[src/rtl/data_ram_arbiter.sv]
// data_ram_arbiter: shares the single-port data RAM between the CPU
// memory stage (master 0) and a debug/loader DMA port (master 1).
module data_ram_arbiter #(
   parameter int unsigned MAX_BURST = 4
) (
   input  logic        clk,
   input  logic        rst_n,
   input  logic        m0_req,
   input  logic        m0_we,
   input  logic [31:0] m0_addr,
   input  logic [31:0] m0_wdata,
   input  logic [3:0]  m0_sel,
   output logic        m0_ack,
   output logic [31:0] m0_rdata,
   output logic        m0_stall,
   input  logic        m1_req,
   input  logic        m1_we,
   input  logic [31:0] m1_addr,
   input  logic [31:0] m1_wdata,
   input  logic [3:0]  m1_sel,
   input  logic        m1_lock,
   output logic        m1_ack,
   output logic [31:0] m1_rdata,
   output logic        ram_ce,
   output logic        ram_we,
   output logic [31:0] ram_addr,
   output logic [31:0] ram_data_o,
   output logic [3:0]  ram_sel,
   input  logic [31:0] ram_data_i,
   output logic        busy
);

   typedef enum logic [1:0] {
      IDLE  = 2'd0,
      SERVE = 2'd1,
      ACK   = 2'd2
   } state_t;

   localparam logic [3:0] BURST_LIM = 4'(MAX_BURST);

   state_t      state;
   state_t      state_nxt;
   logic        owner;
   logic        last;
   logic [3:0]  burst_cnt;
   logic        any_req;
   logic        lock_hit;
   logic        grant;
   logic        own_we;
   logic [31:0] own_addr;
   logic [31:0] own_wdata;
   logic [3:0]  own_sel;

   // Pick the next owner: bounded lock, then lone requester, then round-robin
   always_comb begin
      any_req  = m0_req | m1_req;
      lock_hit = last & m1_lock & m1_req &
                 ((burst_cnt < BURST_LIM) | ~m0_req);
      grant    = 1'b0;
      if (lock_hit) begin
         grant = 1'b1;
      end else if (m0_req ^ m1_req) begin
         grant = m1_req;
      end else begin
         grant = ~last;
      end
   end

   // Next-state logic of the IDLE -> SERVE -> ACK sequencer
   always_comb begin
      state_nxt = state;
      unique case (state)
         IDLE:    if (any_req) state_nxt = SERVE;
         SERVE:   state_nxt = ACK;
         ACK:     state_nxt = IDLE;
         default: state_nxt = IDLE;
      endcase
   end

   // State register
   always_ff @(posedge clk or negedge rst_n) begin
      if (!rst_n) begin
         state <= IDLE;
      end else begin
         state <= state_nxt;
      end
   end

   // Latch the owner at grant time; remember it as last once acked
   always_ff @(posedge clk or negedge rst_n) begin
      if (!rst_n) begin
         owner <= 1'b0;
         last  <= 1'b1;
      end else begin
         if (state == IDLE && any_req) owner <= grant;
         if (state == ACK) last <= owner;
      end
   end

   // Count locked master-1 grants so master 0 cannot be starved
   always_ff @(posedge clk or negedge rst_n) begin
      if (!rst_n) begin
         burst_cnt <= 4'd0;
      end else if (state == IDLE) begin
         if (!m1_lock) begin
            burst_cnt <= 4'd0;
         end else if (any_req && !grant) begin
            burst_cnt <= 4'd0;
         end else if (lock_hit && burst_cnt != 4'hF) begin
            burst_cnt <= burst_cnt + 4'd1;
         end
      end
   end

   // Select the owner's live request fields
   always_comb begin
      own_we    = owner ? m1_we    : m0_we;
      own_addr  = owner ? m1_addr  : m0_addr;
      own_wdata = owner ? m1_wdata : m0_wdata;
      own_sel   = owner ? m1_sel   : m0_sel;
   end

   // Drive the RAM only while serving; quiet bus otherwise
   always_comb begin
      ram_ce     = 1'b0;
      ram_we     = 1'b0;
      ram_addr   = 32'd0;
      ram_data_o = 32'd0;
      ram_sel    = 4'd0;
      if (state == SERVE) begin
         ram_ce     = 1'b1;
         ram_we     = own_we;
         ram_addr   = own_addr;
         ram_data_o = own_wdata;
         ram_sel    = own_sel;
      end
   end

   // Capture read data into the owner's register at the end of SERVE
   always_ff @(posedge clk or negedge rst_n) begin
      if (!rst_n) begin
         m0_rdata <= 32'd0;
         m1_rdata <= 32'd0;
      end else if (state == SERVE && !own_we) begin
         if (owner) begin
            m1_rdata <= ram_data_i;
         end else begin
            m0_rdata <= ram_data_i;
         end
      end
   end

   assign m0_ack   = (state == ACK) & ~owner;
   assign m1_ack   = (state == ACK) & owner;
   assign m0_stall = m0_req & ~m0_ack;
   assign busy     = (state != IDLE);

endmodule

[config.mk]
export PLATFORM = sky130hd
export DESIGN_NAME = data_ram_arbiter
export DESIGN_NICKNAME = d
export VERILOG_FILES = /design/src/rtl/data_ram_arbiter.sv
export SDC_FILE = /design/constraint.sdc
export NUM_CORES = 1
export LEC_CHECK = 0
export CAP_MARGIN = 20
export CORE_AREA = 4 4 119 121
export DETAILED_ROUTE_END_ITERATION = 10
export DIE_AREA = 0 0 123 125
export GPL_TIMING_DRIVEN = 0
export PLACE_DENSITY = 0.78
export SYNTH_ARGS = -nofsm -noshare
export SYNTH_HDL_FRONTEND = slang
export SYNTH_SLANG_ARGS = --single-unit
export TNS_END_PERCENT = 10
[constraint.sdc]
create_clock -name clk -period 2.3 [get_ports clk]
set_input_delay 0.69 -clock clk [delete_from_list [all_inputs] [get_ports clk]]
set_output_delay 0.69 -clock clk [all_outputs]
set_load 0.05 [all_outputs]
* Yosys cells after proc, flatten, opt, wreduce, memory -nomap -nowiden
Cells that the tools add are included.
** Operators by class
- $add $sub $neg :: 1
- Magnitude comparators :: 1
- Equality and inequality tests :: 5
- Muxes and demuxes :: 16
- Bitwise gates (word level) :: 13
- Reductions and logical operators :: 11
** Operator list (number)
- $mux 32 :: 4
- $mux 4 :: 5
- $and 1x1->1 :: 6
- $reduce_and 2->1 :: 3
- $mux 1 :: 5
- $add 4x1->4 const B :: 1
- $logic_and 1x1->1 :: 4
- $lt 4x3->1 const B :: 1
- $ne 4x4->1 const B :: 1
- $not 1->1 :: 4
- $pmux 2 s2 :: 1
- $ne 3x1->1 const B :: 1
- $eq 2x1->1 const B :: 1
- $eq 2x2->1 const B :: 1
- $logic_not 1->1 :: 2
- $logic_not 2->1 :: 1
- $mux 2 :: 1
- $ne 2x2->1 const B :: 1
- $or 1x1->1 :: 2
- $reduce_bool 2->1 :: 1
- $xor 1x1->1 :: 1
** Word-level totals
- Bits in registers :: 72
- Input bits :: 175
- Output and inout port bits :: 138
- Logic and storage cells :: 53

* Depth between registers and ports, before layout
Gate-level depths: netlist (run 1).
- Word-level depth :: 8
- Mapped depth :: 6
- Gate-level depth less buffers :: 6

* Worst setup path after synthesis (run 1)
No wires, ideal clock.
- Path kind :: flip-flop to output port
- Start :: register owner
- End :: output m0_stall
- Data arrival time :: 1.859 ns
- Data required time :: 1.610 ns
- Slack :: -0.249 ns
- Stages on the path, launching flop included :: 5
- Buffers on the path :: 2
- Path through :: dfrtp_1 -> buf_2 -> buf_2 -> nor2_1 -> nor2_1
** Between the ends
- Word-level cells in the longest chain between the ends :: 4
** RTL lines
- from (decl) :: line 43 : logic owner;
- from (signal assigned) :: line 95 : if (state == IDLE && any_req) owner <= grant;
- $not 1->1 (no source line)
- $and 1x1->1 :: line 153 : assign m0_ack = (state == ACK) & ~owner;
- via m0_ack :: line 13 : output logic m0_ack,
- $not 1->1 :: line 155 : assign m0_stall = m0_req & ~m0_ack;
- $and 1x1->1 :: line 155
- to (decl) :: line 15 : output logic m0_stall,
The timed path passes the listed nets, and every way through them passes these cells.

* Final worst setup path (run 1)
- Start :: register state[1]
- End :: output ram_addr[8]
** Between the ends
- Word-level cells in the longest chain between the ends :: 2
** RTL lines
- from (decl) :: line 41 : state_t state;
- from (signal assigned) :: line 85 : state <= state_nxt;
- $eq 2x1->1 :: line 130 : if (state == SERVE) begin
- $mux 32 :: line 130
- to (decl) :: line 26 : output logic [31:0] ram_addr,
No other way between the ends.

==> metrics.md, run 1 <==
| Metric | Value |
|---|---|
| CTS Buf Count | `9` |
| Data required, critical path | `1.61 ns` |
| Root buffer cell | `clkbuf_16` |
| Final setup violating endpoints | `0` |
| Arr. time, crit path | `1.60 ns` |
| I/O pin count | `313` |
| ANT nets after route | `0` |
| Min-delay worst type | `primary input to async pin` |
| Final period util | `0.996` |
| Leak Pwr | `3.39 nW` |
| Transition time of the tightest slew-check pin | `0.879 ns` |
| Effective utilization at floorplan | `0.297` |
| Rel. slew slack | `0.414` |
| Cell area after synthesis | `3890 sq um` |
| Drt drc | `0` |
| Via/cell ratio | `4.56` |
| #FFs+latches synth | `72` |
| Comb power frac | `0.705` |
| Gr usage total | `0.204` |
| TritonCTS clock tree | `done` |
| Post-Syn Instances | `345` |
| RSZ-0062 raised after global routing | `true` |
| Largest net degree at the start of global routing | `73` |
| Post-CTS Resized | `474` |
| Post-Route Skew | `0.00507 ns` |
| Area delta synth->final | `98.5%` |
| Final hold slack | `0.496 ns` |
| Final hold vios | `0` |
| Register area share after synthesis | `0.463` |
| Pwr dens | `1600 nW/um^2` |
| Switching pwr | `6.35 mW` |
| Clock power frac | `0.114` |
| Worst slack at placement | `-0.654 ns` |
| Die Y | `125 um` |
| Die Footprint | `15,400 sq um` |
| Switching portion of total power | `0.513` |
| Initial DRT Pass Iterations | `4` |
| VDD IR-drop max | `1.31 mV` |
| Syn Area/Cell | `11.3 sq um` |
| Setup Buffers After CTS | `0` |
| Final Max Tran Viols | `0` |
| Drt total wl | `16,500 um` |
| Int Power | `6.02 mW` |
| Max_cap viols | `0` |
| I/O Buffers | `312` |
| Worst-Skew Late Latency | `0.32 ns` |
| Post-Syn Nets | `522` |
| Nets | `845` |
| Site Rows | `42` |
| Max Fanout on Critical Path | `10` |
| Die X | `123 um` |
| CTS hold repair buffers | `0` |
| Share of cells above drive strength 1 | `0.279` |
| FF-to-FF setup slack | `0.53 ns` |
| R2R Path End | `m1_rdata[2]` |
| Status | `finished, final reports clean` |
| Kind of critical path | `flop to output port` |
| First-pass GRT wire length | `24,300 um` |
| DP HPWL | `13,100 um` |
| Number of global-route vias before repair | `4,171` |
| Gr ovfl total | `0` |
| Avg WL per Cell | `19.4 um` |
| TritonCTS Sinks | `72` |
| Placer congestion estimate | `0.884` |
| Initial antenna violation count | `1` |
| H-tree levels | `3` |
| Core area | `13,100 sq um` |
| Final Power | `12.4 mW` |
| Max Fclk | `436 MHz` |
| Finished Layout Cells | `850` |
| Cell variety after synth | `28` |
| Clock Pin Slew Worst Setup and Hold Paths | `0.06 ns` |
| Startpoint types | `flop` |
| Post-layout min period | `2.29 ns` |
| DR iter-0 viols | `126` |
| Deepest clock path buffer count | `2` |
| Setup TNS Final | `0 ns` |
| Crit. End Element | `output port` |
| Number of instances in the placed design | `833` |
| Sequential Power Share | `0.181` |
| Reg2reg start | `state[1]` |
| Via count | `3,874` |
| Synth warn | `0` |
| Final worst slack | `0.00830 ns` |
| Worst R2R Path Depth | `5` |
==> state kept, by name (all words and copies together), names as in the netlist <==
signal and flops:
state 2, m0_rdata 32, owner 1, burst_cnt 4
last 1, m1_rdata 32
==> Yosys cell counts <==
master    instances  area (sq um)
a21o_1            1          7.51
mux2_2           59           664
a22o_1            1          8.76
nand2_1          10          37.5
or3_1             2          12.5
dfrtp_1          71          1780
buf_4             3          22.5
o21bai_1          1          7.51
o41a_1            1          11.3
nand2b_1          4          25.0
o21ai_0           5          25.0
mux2_1            5          56.3
nor3_4            2          32.5
o211ai_1          2          15.0
and3_1            1          6.26
inv_2             1          3.75
inv_1             5          18.8
o21ai_1           1          5.00
buf_6             3          33.8
nor2_1           74           278
buf_2             9          45.0
o31ai_1           1          7.51
mux2i_1          69           691
clkbuf_1          7          26.3
dfstp_2           1          26.3
ha_1              2          25.0
nand3_1           3          15.0
nand4_1           1          6.26
==> cell type report <==
type / count / area [sq um]
fillers: 1035 / 5360
repair buffers: 312 / 3190
multi-input cells: 245 / 1970
flip-flops and latches: 72 / 1800
clock buffers: 12 / 256
well taps: 176 / 220
plain buffers: 22 / 206
clock inverters: 4 / 51.3
inverters: 6 / 22.5
diodes: 1 / 2.50
==> layout by cell type, fill, tap and decap left out, types with 4 or more instances in the layout <==
cell | netlist | layout
buf_2 | 9 | 4
buf_4 | 3 | 10
buf_6 | 3 | 75
clkbuf_16 | 0 | 9
clkbuf_4 | 0 | 4
clkdlybuf4s50_1 | 0 | 235
dfrtp_1 | 71 | 71
inv_1 | 5 | 5
mux2_1 | 5 | 5
mux2_2 | 59 | 59
mux2i_1 | 69 | 67
nand2_1 | 10 | 10
nand2b_1 | 4 | 4
nor2_1 | 74 | 63
nor2_2 | 0 | 11
o21ai_0 | 5 | 5
==> worst max-delay path by stage <==
stage / start / end / slack, ns
after floorplan: state[1] / ram_addr[0] / 0.06
after global placement: rst_n / state[1] / -1.76
after detailed placement: m0_we / ram_we / -0.65
after CTS: m0_we / ram_we / -0.09
after global routing: state[1] / ram_data_o[15] / -0.05
final: state[1] / ram_addr[8] / 0.008
==> kinds of logic after synthesis <==
group / Yosys count / share of synthesized area
buffers and inverters: 28 / 0.0386
AOI/OAI and AO/OA: 13 / 0.0225
adders and majority gates: 2 / 0.00643
DFF: 72 / 0.463
muxes: 133 / 0.363
and+or+nand+nor: 97 / 0.106
==> stage by stage <==
step                utilization  instance area (sq um)
floorplan                     -                   3890
global placement          0.553                   7240
global route              0.590                   7720
finish                    0.590                   7720
detailed placement        0.553                   7240
CTS                       0.572                   7490
==> power groups by stage <==
stage / Combinational [mW] / Sequential (mW) / Clock [mW]
after floorplan: 3.48 / 4.23 / 0
after global placement: 8.34 / 2.21 / 0
after detailed placement: 8.42 / 2.25 / 0
after CTS: 8.50 / 2.24 / 1.44
after global routing: 9.09 / 2.32 / 1.50
final: 8.73 / 2.24 / 1.41
==> worst max-delay path, cell delays in order, from the launching register on <==
cell and delay (ns):
dfrtp_1 0.38, nand2b_1 0.14, buf_4 0.19, buf_2 0.20
nor2_1 0.18, buf_6 0.19
==> routing by layer <==
| metal | up-vias | track usage | routed length [um] |
|---|---|---|---|
| met1 | 1820 | 0.222 | 5890 |
| li1 | 1843 | - | - |
| met4 | 0 | 0.0678 | 399 |
| met3 | 24 | 0.0985 | 2120 |
| met5 | - | 0 | 0 |
| met2 | 187 | 0.347 | 8090 |
No activity file was read; power rests on OpenSTA's default activity.
==> run 2: changes to the inputs <==
--- a/config.mk
+++ b/config.mk
@@ -14,4 +14,3 @@
 export SYNTH_ARGS = -nofsm -noshare
 export SYNTH_HDL_FRONTEND = slang
 export SYNTH_SLANG_ARGS = --single-unit
-export TNS_END_PERCENT = 10
==> run 2 against run 1 <==
Compared with the run above:
- die area unchanged
- sequential share of layout area is 0.29 points lower
- wire length is 0.52% higher
- final cell count did not move
- core utilization is 0.75 points higher
- global-route usage barely moved
- critical path depth is 1 lower
- via count increased by 0.96%
- first-iteration DRC count is 1.6% lower
- critical path type is now primary input to output port
==> metrics.md, run 2 (synthesis results as in run 1) <==
| Metric | Value |
|---|---|
| Drt drc | `0` |
| Via/cell ratio | `4.60` |
| DR iter-0 viols | `124` |
| Site Rows | `42` |
| Area delta synth->final | `101%` |
| Die Footprint | `15,400 sq um` |
| Setup TNS Final | `0 ns` |
| Effective utilization at floorplan | `0.297` |
| Kind of critical path | `primary input to output port` |
| Largest regs | `m0_rdata (32), m1_rdata (32), burst_cnt (4)` |
| Root buffer cell | `clkbuf_16` |
| Number of global-route vias before repair | `4,184` |
| Nets | `845` |
| Post-CTS Resized | `481` |
| TritonCTS Sinks | `72` |
| CP max stage cell | `clkdlybuf4s50_1` |
| Final setup violating endpoints | `0` |
| Final Max Tran Viols | `0` |
| Gr usage total | `0.205` |
| Worst-Skew Late Latency | `0.32 ns` |
| TritonCTS clock tree | `done` |
| Final worst slack | `0.00376 ns` |
| Placer congestion estimate | `0.884` |
| Drt total wl | `16,600 um` |
| Max Fanout on Critical Path | `1` |
| Post-Route Skew | `0.00432 ns` |
| Worst R2R Path Depth | `5` |
| Transition time of the tightest slew-check pin | `0.876 ns` |
| Clock Pin Slew Worst Setup and Hold Paths | `0.05 ns` |
| I/O Buffers | `312` |
| Fill cell count | `1,026` |
| Leak Pwr | `3.37 nW` |
| Crit path buffers/inverters | `2` |
| Min-delay worst type | `primary input to async pin` |
| Most frequent standard cell in the layout excluding fill and tap cells | `clkdlybuf4s50_1` |
| Die X | `123 um` |
| First-pass GRT wire length | `24,300 um` |
| Post-layout min period | `2.30 ns` |
| Final period util | `0.998` |
| CP peak stage delay | `0.50 ns` |
| ANT nets after route | `0` |
| VDD IR-drop max | `1.31 mV` |
| Startpoint types | `primary input` |
| Avg WL per Cell | `19.5 um` |
| Max_cap viols | `0` |
| Deepest clock path buffer count | `2` |
| Arr. time, crit path | `1.61 ns` |
| RSZ-0062 raised after global routing | `true` |
| Crit-path leading delay family | `buffers and inverters` |
| Share of cells above drive strength 1 | `0.330` |
| Rel. slew slack | `0.416` |
| Core area | `13,100 sq um` |
| Setup Buffers After CTS | `0` |
| Final Power | `12.5 mW` |
| Final hold vios | `0` |
| Worst slack at placement | `-0.654 ns` |
| Crit. End Element | `output port` |
| CP cell instances | `clkdlybuf4s50_1 -> mux2i_1 -> nor2_1 -> buf_4` |
| Die Y | `125 um` |
| Largest net degree at the start of global routing | `73` |
| Via count | `3,911` |
| Post-placement cell area | `7240 sq um` |
| Final cell area excluding filler cells | `7820 sq um` |
| CTS hold repair buffers | `0` |
| CTS Buf Count | `9` |
| Initial antenna violation count | `1` |
| Max Fclk | `435 MHz` |
| DP HPWL | `13,100 um` |
| Most frequent cells in the layout | `clkdlybuf4s50_1, buf_6, dfrtp_1` |
| Status | `finished, final reports clean` |
| Initial DRT Pass Iterations | `4` |
| Stages on worst setup path | `4` |
| H-tree levels | `3` |
| I/O pin count | `313` |
| Data required, critical path | `1.61 ns` |
| Gr ovfl total | `0` |
| Pwr dens | `1600 nW/um^2` |
[run 2: changes by cell type in the layout (fill, tap and decap cells not counted), sizes merged]
cell / before / now
buf: 91 / 94
dlymetal6s2s: 2 / 0
clkbuf: 17 / 14
dlygate4sd2: 0 / 2
[run 2: final cells by class]
type / instances / area [sq um] / area share
tap: 176 / 220 / 0.0282
inverter: 6 / 22.5 / 0.00288
timing repair buffer: 312 / 3180 / 0.407
sequential: 72 / 1800 / 0.231
multi-input combinational: 245 / 2070 / 0.265
clock buffer: 12 / 256 / 0.0328
buffer: 22 / 211 / 0.0270
antenna: 1 / 2.50 / 0.000320
clock inverter: 4 / 51.3 / 0.00656
[run 2: path summary, 6_finish.rpt]
check | slack, ns | end | startpoint
min reg2reg | 0.50 | m0_rdata[10] | m0_rdata[10]
max | 0.004 | ram_addr[16] | m0_addr[16]
min in group clk | 0.50 | m0_rdata[10] | m0_rdata[10]
max reg2reg | 0.52 | m1_rdata[2] | state[1]
max in group asynchronous | 1.25 | m1_rdata[20] | rst_n
min | 0.50 | m1_rdata[23] | rst_n
[run 2: through the flow]
stage / std cells / utilization / hold WS, ns
3_3_place_gp: 833 / 0.553 / 0.470
3_5_place_dp: 833 / 0.553 / 0.476
6_report: 850 / 0.598 / 0.496
2_1_floorplan: 345 / - / 0.394
4_1_cts: 849 / 0.573 / 0.500
5_1_grt: 850 / 0.598 / 0.520
[run 2: power by group]
part | total [mW] | internal, mW | switching (mW)
logic | 8.89 | 3.30 | 5.60
clock network | 1.40 | 0.900 | 0.504
registers | 2.24 | 1.90 | 0.338
[run 2: per-layer routing]
layer | global-route usage | vias to the layer above | wire [um]
li1 | - | 1837 | -
met1 | 0.222 | 1852 | 5890
met2 | 0.348 | 196 | 8140
met3 | 0.0985 | 26 | 2150
met4 | 0.0678 | 0 | 416
met5 | 0 | - | 0
